--- config.mk ---
export PLATFORM = sky130hd
export DESIGN_NAME = alu_op_sequencer
export DESIGN_NICKNAME = d
export VERILOG_FILES = /design/src/rtl/alu_op_sequencer_pkg.sv /design/src/rtl/alu_op_sequencer_mul_shift_regs.sv /design/src/rtl/alu_op_sequencer.sv
export SDC_FILE = /design/constraint.sdc
export NUM_CORES = 1
export LEC_CHECK = 0
export ABC_AREA = 1
export CORE_MARGIN = 2
export CORE_UTILIZATION = 46
export DETAILED_ROUTE_END_ITERATION = 6
export GPL_ROUTABILITY_DRIVEN = 0
export MAX_ROUTING_LAYER = met4
export PLACE_DENSITY = 0.76
export SYNTH_ARGS = -nofsm -noshare
export SYNTH_HDL_FRONTEND = slang
export SYNTH_SLANG_ARGS = --single-unit
--- constraint.sdc ---
create_clock -name clk -period 1.9 [get_ports clk]
set_clock_uncertainty 0.15 [all_clocks]
set_input_delay 0.38 -clock clk [delete_from_list [all_inputs] [get_ports clk]]
set_output_delay 0.38 -clock clk [all_outputs]
set_load 0.1 [all_outputs]
--- src/rtl/alu_op_sequencer_pkg.sv ---
// Shared encodings for the ALU op sequencer: request opcodes, ALU control
// codes, FSM states and the multiply step count.
package alu_op_sequencer_pkg;

    // Request opcodes on req_op
    localparam logic [2:0] OP_AND = 3'b000;
    localparam logic [2:0] OP_OR  = 3'b001;
    localparam logic [2:0] OP_ADD = 3'b010;
    localparam logic [2:0] OP_MUL = 3'b011;
    localparam logic [2:0] OP_SUB = 3'b110;
    localparam logic [2:0] OP_SLT = 3'b111;

    // ALU operation select on alu_operation
    localparam logic [1:0] ALU_AND = 2'b00;
    localparam logic [1:0] ALU_OR  = 2'b01;
    localparam logic [1:0] ALU_SUM = 2'b10;

    // Sequencer FSM states
    localparam logic [1:0] ST_IDLE = 2'b00;
    localparam logic [1:0] ST_EXEC = 2'b01;
    localparam logic [1:0] ST_MUL  = 2'b10;
    localparam logic [1:0] ST_RESP = 2'b11;

    // Shift-add multiply runs one step per operand bit
    localparam int unsigned MUL_STEPS = 32;
    localparam int unsigned CNT_W     = $clog2(MUL_STEPS);
    localparam logic [CNT_W-1:0] CNT_LAST = CNT_W'(MUL_STEPS - 1);

    // MUL is only legal when the multiplier is built in
    function automatic logic op_is_legal(input logic [2:0] op, input logic mul_en);
        case (op)
            OP_AND, OP_OR, OP_ADD, OP_SUB, OP_SLT: op_is_legal = 1'b1;
            OP_MUL:                                op_is_legal = mul_en;
            default:                               op_is_legal = 1'b0;
        endcase
    endfunction

endpackage

--- src/rtl/alu_op_sequencer_mul_shift_regs.sv ---
// Shift-add multiplier state: partial product P, shifted multiplicand M,
// multiplier Q (consumed LSB first) and the step counter.
module alu_op_sequencer_mul_shift_regs
    import alu_op_sequencer_pkg::*;
#(
    parameter int WIDTH = 32
) (
    input  logic             clk,
    input  logic             reset_n,
    input  logic             i_load,
    input  logic             i_step,
    input  logic [WIDTH-1:0] i_a,
    input  logic [WIDTH-1:0] i_b,
    input  logic [WIDTH-1:0] i_sum,
    output logic [WIDTH-1:0] o_p,
    output logic [WIDTH-1:0] o_m,
    output logic             o_q0,
    output logic             o_last
);

    logic [WIDTH-1:0] r_p;
    logic [WIDTH-1:0] r_m;
    logic [WIDTH-1:0] r_q;
    logic [CNT_W-1:0] r_cnt;

    // Load operands on acceptance, then add M into P for each set bit of Q
    always_ff @(posedge clk or negedge reset_n) begin
        if (!reset_n) begin
            r_p   <= '0;
            r_m   <= '0;
            r_q   <= '0;
            r_cnt <= '0;
        end else if (i_load) begin
            r_p   <= '0;
            r_m   <= i_a;
            r_q   <= i_b;
            r_cnt <= '0;
        end else if (i_step) begin
            if (r_q[0]) begin
                r_p <= i_sum;
            end
            r_m   <= r_m << 1;
            r_q   <= r_q >> 1;
            r_cnt <= r_cnt + 1'b1;
        end
    end

    assign o_p    = r_p;
    assign o_m    = r_m;
    assign o_q0   = r_q[0];
    assign o_last = (r_cnt == CNT_LAST);

endmodule

--- src/rtl/alu_op_sequencer.sv ---
// Command-side driver for the external 32-bit ALU: accepts op requests,
// drives ALU control for one cycle (or 32 for MUL) and returns the result.
module alu_op_sequencer
    import alu_op_sequencer_pkg::*;
#(
    parameter int WIDTH  = 32,
    parameter bit MUL_EN = 1'b1
) (
    input  logic             clk,
    input  logic             reset_n,
    input  logic             req_valid,
    output logic             req_ready,
    input  logic [2:0]       req_op,
    input  logic [WIDTH-1:0] req_a,
    input  logic [WIDTH-1:0] req_b,
    output logic             rsp_valid,
    input  logic             rsp_ready,
    output logic [WIDTH-1:0] rsp_result,
    output logic             rsp_carry,
    output logic             rsp_err,
    output logic [WIDTH-1:0] alu_in1,
    output logic [WIDTH-1:0] alu_in2,
    output logic             alu_binvert,
    output logic             alu_cin,
    output logic [1:0]       alu_operation,
    input  logic [WIDTH-1:0] alu_result,
    input  logic             alu_cout
);

    logic [1:0]       r_state;
    logic [2:0]       r_op;
    logic [WIDTH-1:0] r_a;
    logic [WIDTH-1:0] r_b;
    logic [WIDTH-1:0] r_result;
    logic             r_carry;
    logic             r_err;

    logic             w_accept;
    logic             w_legal;
    logic             w_mul_load;
    logic             w_mul_step;
    logic [WIDTH-1:0] w_p;
    logic [WIDTH-1:0] w_m;
    logic             w_q0;
    logic             w_mul_last;
    logic             w_ovf;
    logic [WIDTH-1:0] w_exec_result;
    logic             w_exec_carry;

    assign w_accept   = (r_state == ST_IDLE) && req_valid;
    assign w_legal    = op_is_legal(req_op, MUL_EN);
    assign w_mul_load = w_accept && w_legal && (req_op == OP_MUL);
    assign w_mul_step = (r_state == ST_MUL);

    alu_op_sequencer_mul_shift_regs #(
        .WIDTH (WIDTH)
    ) u_mul (
        .clk     (clk),
        .reset_n (reset_n),
        .i_load  (w_mul_load),
        .i_step  (w_mul_step),
        .i_a     (req_a),
        .i_b     (req_b),
        .i_sum   (alu_result),
        .o_p     (w_p),
        .o_m     (w_m),
        .o_q0    (w_q0),
        .o_last  (w_mul_last)
    );

    // SLT uses the signed less-than of the subtraction, corrected for overflow
    always_comb begin
        w_ovf         = (r_a[WIDTH-1] != r_b[WIDTH-1]) && (alu_result[WIDTH-1] != r_a[WIDTH-1]);
        w_exec_result = alu_result;
        w_exec_carry  = 1'b0;
        if (r_op == OP_SLT) begin
            w_exec_result = '0;
            w_exec_result[0] = alu_result[WIDTH-1] ^ w_ovf;
        end
        if ((r_op == OP_ADD) || (r_op == OP_SUB)) begin
            w_exec_carry = alu_cout;
        end
    end

    // Drive the ALU only in EXEC and MUL steps; idle/response hold it at zero
    always_comb begin
        alu_in1       = '0;
        alu_in2       = '0;
        alu_binvert   = 1'b0;
        alu_cin       = 1'b0;
        alu_operation = ALU_AND;
        if (r_state == ST_EXEC) begin
            alu_in1 = r_a;
            alu_in2 = r_b;
            case (r_op)
                OP_OR:  alu_operation = ALU_OR;
                OP_ADD: alu_operation = ALU_SUM;
                OP_SUB, OP_SLT: begin
                    alu_operation = ALU_SUM;
                    alu_binvert   = 1'b1;
                    alu_cin       = 1'b1;
                end
                default: alu_operation = ALU_AND;
            endcase
        end else if (r_state == ST_MUL) begin
            alu_in1       = w_p;
            alu_in2       = w_m;
            alu_operation = ALU_SUM;
        end
    end

    // Request/execute/response sequencing; response fields held until taken
    always_ff @(posedge clk or negedge reset_n) begin
        if (!reset_n) begin
            r_state  <= ST_IDLE;
            r_op     <= '0;
            r_a      <= '0;
            r_b      <= '0;
            r_result <= '0;
            r_carry  <= 1'b0;
            r_err    <= 1'b0;
        end else begin
            case (r_state)
                ST_IDLE: begin
                    if (w_accept) begin
                        r_op <= req_op;
                        r_a  <= req_a;
                        r_b  <= req_b;
                        if (!w_legal) begin
                            r_result <= '0;
                            r_carry  <= 1'b0;
                            r_err    <= 1'b1;
                            r_state  <= ST_RESP;
                        end else if (req_op == OP_MUL) begin
                            r_state <= ST_MUL;
                        end else begin
                            r_state <= ST_EXEC;
                        end
                    end
                end
                ST_EXEC: begin
                    r_result <= w_exec_result;
                    r_carry  <= w_exec_carry;
                    r_err    <= 1'b0;
                    r_state  <= ST_RESP;
                end
                ST_MUL: begin
                    // P updates on this same edge, so take the post-step value
                    if (w_mul_last) begin
                        r_result <= w_q0 ? alu_result : w_p;
                        r_carry  <= 1'b0;
                        r_err    <= 1'b0;
                        r_state  <= ST_RESP;
                    end
                end
                default: begin
                    if (rsp_ready) begin
                        r_state <= ST_IDLE;
                    end
                end
            endcase
        end
    end

    assign req_ready  = (r_state == ST_IDLE) && reset_n;
    assign rsp_valid  = (r_state == ST_RESP);
    assign rsp_result = r_result;
    assign rsp_carry  = r_carry;
    assign rsp_err    = r_err;

endmodule

Word-level counts from Yosys, hierarchy flattened
Index checks and enable logic that the tools add are counted.

storage, ports and cells
  register bits after elaboration = 204
  output and inout port bits = 104
  word-level logic and storage cells = 86

cells by class
  add/sub/neg operators = 1
  eq/ne operators = 18
  muxes and demuxes = 38
  bitwise logic cells = 1
  reductions and logical operators = 17

operators with widths
  cell                                                             number
  32-bit 2-to-1 mux                                                15
  32-bit case mux with 3 select lines                              1
  2-bit 2-to-1 mux                                                 7
  3-bit == test, second input constant                             4
  5-bit 2-to-1 mux                                                 2
  3-bit by 2-bit == test with 1-bit output, second input constant  3
  1-bit 2-to-1 mux                                                 9
  3-bit by 1-bit == test with 1-bit output, second input constant  2
  2-bit != test, second input constant                             3
  1-bit case mux with 3 select lines                               2
  2-bit case mux with 3 select lines                               1
  6-bit OR reduction                                               1
  5-bit by 1-bit adder with 5-bit output, second input constant    1
  5-bit == test, second input constant                             1
  1-bit logical AND                                                5
  2-bit == test, second input constant                             2
  2-bit case mux with 2 select lines                               1
  4-bit AND reduction                                              1
  4-bit nonzero test                                               1
  3-bit logical NOT                                                1
  3-bit AND reduction                                              1
  3-bit nonzero test                                               1
  3-bit OR reduction                                               1
  2-bit by 1-bit == test with 1-bit output, second input constant  1
  other kinds (7)                                                  8

Longest topological paths before layout
Gate-level depths: netlist of run 1.

  depth in word-level cells = 6
  mapped depth = 13
  depth with buffers taken out = 12

By module
From an unflattened synthesis of run 1, not the netlist that was laid out.

unflattened totals
  cell total of the unflattened synthesis = 1198
  area, all modules = 9907.0 um2

by module, submodules not included
  module                           instances  cells an instance  area an instance (um2)
  alu_op_sequencer                 1          701                5626.6
  alu_op_sequencer_mul_shift_regs  1          497                4280.4

Least setup slack after synthesis of run 1
OpenSTA, ideal clock, no wires.

  path type = reg2out
  from = reg r_state[1]
  to = out alu_operation[0]
  arrival time = 3.887 ns
  required time = 1.370 ns
  setup slack = -2.517 ns
  cell stages (with the launch flop) = 7
  buffers on the path = 2
  path through = dfrtp_1 > inv_1 > ha_1 > buf_2 > inv_1 > clkbuf_1 > nor4_1

on the way
  word-level cells in the longest chain between the ends = 2

RTL lines
  item                                      RTL line                 text
  start, declared                           alu_op_sequencer.sv:30   logic [1:0] r_state;
  start signal, assigned                    alu_op_sequencer.sv:115  r_state <= ST_IDLE;
  start signal, assigned                    alu_op_sequencer.sv:133  r_state <= ST_RESP;
  start signal, assigned                    alu_op_sequencer.sv:135  r_state <= ST_MUL;
  2-bit by 1-bit == test with 1-bit output  alu_op_sequencer.sv:92   if (r_state == ST_EXEC) begin
  2-bit 2-to-1 mux                          alu_op_sequencer.sv:92
  end, declared                             alu_op_sequencer.sv:25   output logic [1:0] alu_operation,

No other way between the ends.

Final worst setup path of run 1
  from = reg r_state[0]
  to = reg u_mul.r_q[25]

on the way
  word-level cells in the longest chain between the ends = 5

RTL lines
  item                                                            RTL line                               text
  2-bit logical NOT                                               alu_op_sequencer.sv:50                 assign w_accept = (r_state == ST_IDLE) && req_valid;
  1-bit logical AND                                               alu_op_sequencer.sv:50
  1-bit logical AND (2 in a row)                                  alu_op_sequencer.sv:52                 assign w_mul_load = w_accept && w_legal && (req_op == OP_MUL);
  32-bit 2-to-1 mux / 2-bit nonzero test (equally long branches)  n/a
  end signal, assigned                                            alu_op_sequencer_mul_shift_regs.sv:36  r_q <= i_b;
  end signal, assigned                                            alu_op_sequencer_mul_shift_regs.sv:43  r_q <= r_q >> 1;
  end, declared                                                   alu_op_sequencer_mul_shift_regs.sv:23  logic [WIDTH-1:0] r_q;

Several ways; a longest one is shown, not always the timed one.
A chain may end at the register's enable or synchronous reset.

==> results of run 1 <==
kinds of logic after synthesis:
| group | share of synthesized area, % |
|---|---|
| compound gates | 16.7 |
| xor+xnor | 0.179 |
| fa+ha+maj | 0.769 |
| buf+inv | 8.92 |
| flops | 52.3 |
| simple gates | 21.1 |
sequential cells by signal (all words and copies together) (netlist names):
register     flops
r_a             32
r_b             32
r_op             3
r_state          2
rsp_carry        1
rsp_err          1
rsp_result      32
u_mul.o_m       32
u_mul.o_p       32
u_mul.r_cnt      5
u_mul.r_q       32
how the worst max path moves through the flow:
stage / from / end / slack, ns / cells after the start
floorplan: r_state[1] / alu_operation[0] / -0.78 / 6
global placement: r_state[1] / alu_in2[20] / -0.15 / 7
detailed placement: r_state[0] / rsp_result[23] / -0.20 / 10
CTS: r_state[1] / alu_operation[0] / -0.65 / 7
global route: r_state[0] / u_mul.r_q[6] / -0.85 / 16
finish: r_state[0] / u_mul.r_q[25] / -0.87 / 16
stage by stage:
stage	power (mW)	instances
floorplan	19.2	1268
global placement	25.7	1735
detailed placement	26.2	1735
CTS	33.9	1815
global route	40.4	1881
finish	39.8	1882
layer usage:
layer  track usage (%)  routed length, um  vias to the layer above
li1                  -                  -                     4720
met1              43.6              17900                     5858
met2              54.7              24000                     1430
met3              6.28               7990                      564
met4              15.1               5640                        0
met5                 -                  0                        -
worst register-to-register path: cells and delay by family (launching register included):
kind | cells | cell delay (ns)
AOI/OAI and AO/OA | 1 | 0.13
buffers and inverters | 10 | 1.30
and+or+nand+nor | 4 | 0.45
adders and majority gates | 1 | 0.16
DFF | 1 | 0.47
layout by cell type (no fill, tap or decap), types with 3 or more instances in the layout:
cell type,n
a21oi_4,10
clkbuf_8,4
buf_6,23
clkdlybuf4s50_1,102
ha_4,4
o21ai_1,37
buf_4,42
a21oi_1,34
inv_1,121
nand3_1,33
o22ai_4,11
inv_2,11
nand2_1,339
o21ai_0,61
o211ai_1,30
buf_16,15
o21ai_4,55
nand2_4,37
buf_12,151
diode_2,4
nor2_2,3
nand2_2,102
nor2_1,4
buf_8,13
o21ai_2,26
clkbuf_1,6
nand2_8,3
dfrtp_1,204
nor2_4,5
bufinv_16,4
a21oi_2,43
clkbuf_16,52
power by group:
| group | leakage (nW) | total, mW | internal (mW) | switching, mW |
|---|---|---|---|---|
| clock network | 0.376 | 4.89 | 2.87 | 2.02 |
| logic | 5.64 | 27.3 | 10.5 | 16.8 |
| registers | 2.63 | 7.60 | 6.02 | 1.58 |
| total | 8.65 | 39.8 | 19.4 | 20.4 |
area by class of cell:
type	instances	area [sq um]
Timing Repair Buffer	378	6010
Multi-Input combinational cell	848	5640
Sequential cell	204	5100
Fill cell	793	2560
Clock buffer	32	639
Inverter	135	523
Tap cell	275	344
Clock inverter	6	130
Antenna cell	4	10.0
timing repair:
action / 4_1_cts / 5_1_grt
resized for setup: 164 / 319
cloned: 17 / 37
endpoints found under the hold margin: 204 / 0
buffers inserted: 27 / 38
setup endpoints to repair: 184 / 273
hold buffers: 1 / 0
pin swaps: 22 / 60
==> results.toml, run 1 <==
[place]
dpl_cell_area_sq_mm = 0.0144
dpl.hpwl_um = 22300
place_ws_ns = -0.200
io_buffers = 207

[finish]
final_nets = 1699
stdcell_area_sq_mm = 0.0184
area_growth_pct = 88.4
finish.utilization_pct = 87.8
layout-drive-gt1-share_pct = 39.0

[synth]
ys_warn_count = 0
synth_edf_count = 0
synth_top_area_share_pct = 52.3
synth_area_sq_mm = 0.00977
synth_most_common_cell = "nand2_1"
synth_top_area_cell = "dfrtp_1"
synth_top_cells_by_count = "nand2_1 (481), dfrtp_1 (204), o21ai_0 (178)"
synth_cells = 1268
synth_nets = 1378
ys_ff_latch = 204
syn_avg_cell_area_sq_um = 7.70
ys_seq_area_share_pct = 52.3
async_flop_share_pct = 100
ys_types = 26
synth_ff_type = "dfrtp_1"
yosys-top-cells-area = "dfrtp_1 (52%), nand2_1 (18%), o21ai_0 (9.1%), inv_1 (5.1%), a21oi_1 (4.5%)"

[route]
drt_iter0_drc = 1849
dr.pass1.iters = 7
drcViolationCount = 1
routed_via_density = 6.68
postRouteAntennaNets = 0
routedWlPerCell_um = 29.5
wl_um = 55500
vias = 12600

[clocking]
cts_root_buffer = "clkbuf_16"
cts_htree_levels = 1
clk_latency_ns = 0.53
cts_buffers = 22
cts_buffer_depth = 3
clkTransAtPathRegs_ns = 0.07
clock-sinks = 204
cts_tree = "yes"

[min_path]
hold_end = "r_b[22]"
min_path_cells = 3
hp-class = "input pin to flip-flop"
worst_hold_startpoint = "req_b[22]"

[outcome]
violations = "DRC, setup timing"
status = "finished, violations left"

[worst_setup_path]
cp_slowest_cell = "dfrtp_1"
crit_family = "buffers and inverters"
path_max_fanout = 5
max_stage_delay_ns = 0.47
crit_required_ns = 2.18
critPathLaunchType = "flip-flop"
critPathKind = "flip-flop to flip-flop"
critPathCaptureType = "flip-flop"
rr_endpoint = "u_mul.r_q[25]"
reg2reg_setup_slack_ns = -0.87
worst-path-buf-inv = 10
crit_path_cell_trace = "inv_2 -> buf_4 -> buf_6 -> buf_6 -> buf_6 -> ha_4 -> buf_6 -> nand2_4 -> nor2_4 -> buf_12 -> buf_8 -> nor2_4 -> buf_6 -> buf_12 -> nand2_2 -> o211ai_1"
worstPathArrival_ns = 3.05
rr_startpoint = "r_state[0]"
r2r_cells = 16
cpMostUsedCell = "buf_6"

[power_and_ir_drop]
leakagePower_nw = 8.65
ir_drop_v = 0.00181
powerDensity_mw_per_mm2 = 2170

[floorplanning]
core_area_sq_mm = 0.0210
num_io_pins = 208
die_x_um = 150
std_cell_rows = 53
die_y_um = 150
start_util_pct = 46.6
die-area_sq_mm = 0.0224

[timing]
fin_crit_sh_pct = 146
worstMarginPinSlew_ns = 0.696
finalHoldViolCount = 0
slew-limit-headroom_pct = 53.4
fmax_mhz = 361
hold_slack_ns = 0.285
setup_violations = 274
rsz0062_at_grt = "true"
final.setup.tns_ns = -172.47
finalWorstSetupSlack_ns = -0.868
slew_violations = 0
min_period_ns = 2.77

[global_route]
antenna_found_initial = 3
grt_use_total_pct = 34.5
grt_max_degree = 90
grt_remaining_overflow = 0
grt_pass1_vias = 10700
grt_pass1_wl_um = 57800

[job]
cap_violations = 0
Note: power is estimated with default switching activity, not from simulation.
==> inputs of run 2 (changes only) <==
--- a/config.mk
+++ b/config.mk
@@ -6,12 +6,14 @@
 export NUM_CORES = 1
 export LEC_CHECK = 0
 export ABC_AREA = 1
+export CELL_PAD_IN_SITES_DETAIL_PLACEMENT = 0
+export CELL_PAD_IN_SITES_GLOBAL_PLACEMENT = 1
 export CORE_MARGIN = 2
-export CORE_UTILIZATION = 46
+export CORE_UTILIZATION = 34
 export DETAILED_ROUTE_END_ITERATION = 6
-export GPL_ROUTABILITY_DRIVEN = 0
 export MAX_ROUTING_LAYER = met4
-export PLACE_DENSITY = 0.76
+export PLACE_DENSITY_LB_ADDON = 0.1
+export SKIP_CTS_REPAIR_TIMING = 1
 export SYNTH_ARGS = -nofsm -noshare
 export SYNTH_HDL_FRONTEND = slang
 export SYNTH_SLANG_ARGS = --single-unit
==> run 2 against run 1 <==
  * The run ends with setup timing left
  * Routed wire length shrank 35%
  * Fmax increased by 6.3%
  * Die area increased by 34%
  * Sequential cell count did not move
  * Global-route usage down 12 points
  * Register-to-register slack better by 0.63 ns
  * Critical path type is now flip-flop to primary output
  * Non-clock buffer count shrank 58
  * Design area fell by 9.0%
  * Critical path depth is 9 lower
  * Worst hold slack got worse by 0.085 ns
  * Sequential share of layout area is 2.7 points higher
  * First-iteration DRC count down 61%
==> results.toml, run 2 (synthesis gave the netlist of run 1 again) <==
[outcome]
status = "finished, violations left"
violations = "setup timing"

[clocking]
clock-sinks = 204
cts_root_buffer = "clkbuf_16"
cts_buffer_depth = 3
clk_latency_ns = 0.53
cts_tree = "yes"
clkTransAtPathRegs_ns = 0.06
cts_buffers = 25
cts_htree_levels = 1

[place]
place.gp.congestion = 0.837
io_buffers = 207
dpl_cell_area_sq_mm = 0.0147
place_ws_ns = -0.200
dpl.hpwl_um = 22800

[worst_setup_path]
max_stage_delay_ns = 0.38
crit_required_ns = 1.37
critPathKind = "flip-flop to primary output"
crit_path_cell_trace = "buf_6 -> ha_4 -> clkinvlp_4 -> nand2_8 -> buf_16 -> o21ai_4 -> buf_12"
worst-path-buf-inv = 4
path_max_fanout = 8
worstPathArrival_ns = 2.07
crit_family = "buffers and inverters"
critPathCaptureType = "primary output"
critPathLaunchType = "flip-flop"
cp_slowest_cell = "dfrtp_1"

[finish]
final_nets = 1644
layout-drive-gt1-share_pct = 27.9
stdcell_area_sq_mm = 0.0167
mostFrequentLayoutCell = "nand2_1"
finish.utilization_pct = 58.8
area_growth_pct = 71.5
mostFrequentLayoutCells = "nand2_1 (396), dfrtp_1 (203), buf_12 (138)"
fill_cells = 2483

[route]
vias = 9541
postRouteAntennaNets = 0
routed_via_density = 4.92
drt_iter0_drc = 715
drcViolationCount = 0
dr.pass1.iters = 5
wl_um = 35900
routedWlPerCell_um = 18.5

[floorplanning]
core_area_sq_mm = 0.0285
std_cell_rows = 62
die_y_um = 173
die-area_sq_mm = 0.0301
num_io_pins = 208
start_util_pct = 34.3
die_x_um = 173

[timing]
slew_violations = 0
min_period_ns = 2.60
fmax_mhz = 384
finalWorstSetupSlack_ns = -0.704
fin_crit_sh_pct = 137
hold_slack_ns = 0.199
rsz0062_at_grt = "true"
finalHoldViolCount = 0
setup_violations = 157
slew-limit-headroom_pct = 48.8
worstMarginPinSlew_ns = 0.768
final.setup.tns_ns = -55.04

[min_path]
hp-class = "input pin to asynchronous set/reset pin"

[power_and_ir_drop]
p_seq_share_pct = 20.3
ir_drop_v = 0.00169
leakagePower_nw = 7.84
powerDensity_mw_per_mm2 = 2070
power_frac_comb_pct = 66.0
power.share.switching_pct = 49.0
power.switching_mw = 17.0
pwr-share-clk_pct = 13.7
intPower_mw = 17.7

[global_route]
antenna_found_initial = 5
met3_usage_pct = 3.51
grt_remaining_overflow = 0
grt_pass1_wl_um = 51600
grt_use_total_pct = 22.2
grt-busiest-layer = "met2"
grt_max_degree = 128
use_met2_pct = 34.6
grtUsageMet1_pct = 30.8
grt_pass1_vias = 9307

[job]
cap_violations = 0
run 2: changes by cell type in the layout (fill, tap and decap cells not counted), sizes merged:
cell	previous run	this run
buf	244	205
clkbuf	62	49
bufinv	4	2
clkinv	3	5
bufbuf	1	0
clkinvlp	1	2
run 2: final timing paths:
kind | startpoint | end | slack, ns | cells past startpoint
worst max-delay path | r_state[0] | alu_in1[18] | -0.70 | 7
worst min-delay path | reset_n | r_a[0] | 0.20 | 2
worst max register to register | r_state[1] | rsp_result[1] | -0.24 | 13
worst min register to register | u_mul.o_m[27] | u_mul.o_m[27] | 0.32 | 2
max in group asynchronous | reset_n | u_mul.o_p[2] | 0.29 | 3
min in group clk | req_a[26] | r_a[26] | 0.28 | 3
run 2: worst register-to-register path: stages, from the launching register on:
cell and delay (ns):
dfrtp_2 0.43, buf_6 0.13, ha_4 0.19, buf_12 0.14
buf_12 0.14, nand2_4 0.07, o21ai_2 0.05, inv_2 0.08
nand3_4 0.09, nor2_4 0.13, buf_12 0.15, clkbuf_16 0.21
nand2_4 0.06, nand2_2 0.06
run 2: per-stage QoR:
step / cells / total power, mW
2_1_floorplan: 1268 / 19.2
3_3_place_gp: 1852 / 26.1
3_5_place_dp: 1852 / 26.3
4_1_cts: 1896 / 31.1
5_1_grt: 1939 / 36.4
6_report: 1939 / 34.7
run 2: area by class of cell:
class	instances	area (sq um)	area share (%)
well taps	384	480	2.87
flip-flops and latches	204	5110	30.5
multi-input cells	848	5040	30.1
repair buffers	320	4790	28.6
clock buffers	37	711	4.24
clock inverters	7	91.3	0.545
inverters	135	523	3.12
diodes	4	10.0	0.0598
run 2: power by group through the flow:
stage                     sequential, mW  clock, mW  combinational, mW
after floorplan                     7.68          0               11.5
final                               7.05       4.74               22.9
after global routing                7.25       5.00               24.1
after detailed placement            7.02          0               19.3
after global placement              6.99          0               19.1
after CTS                           6.96       4.83               19.3
run 2: per-layer routing:
layer	vias to the layer above	share of wire [%]	wire length, um
li1	4593	-	-
met1	4631	46	16500
met2	269	46	16500
met3	48	5.8	2090
met4	0	2.1	752
met5	-	0	0
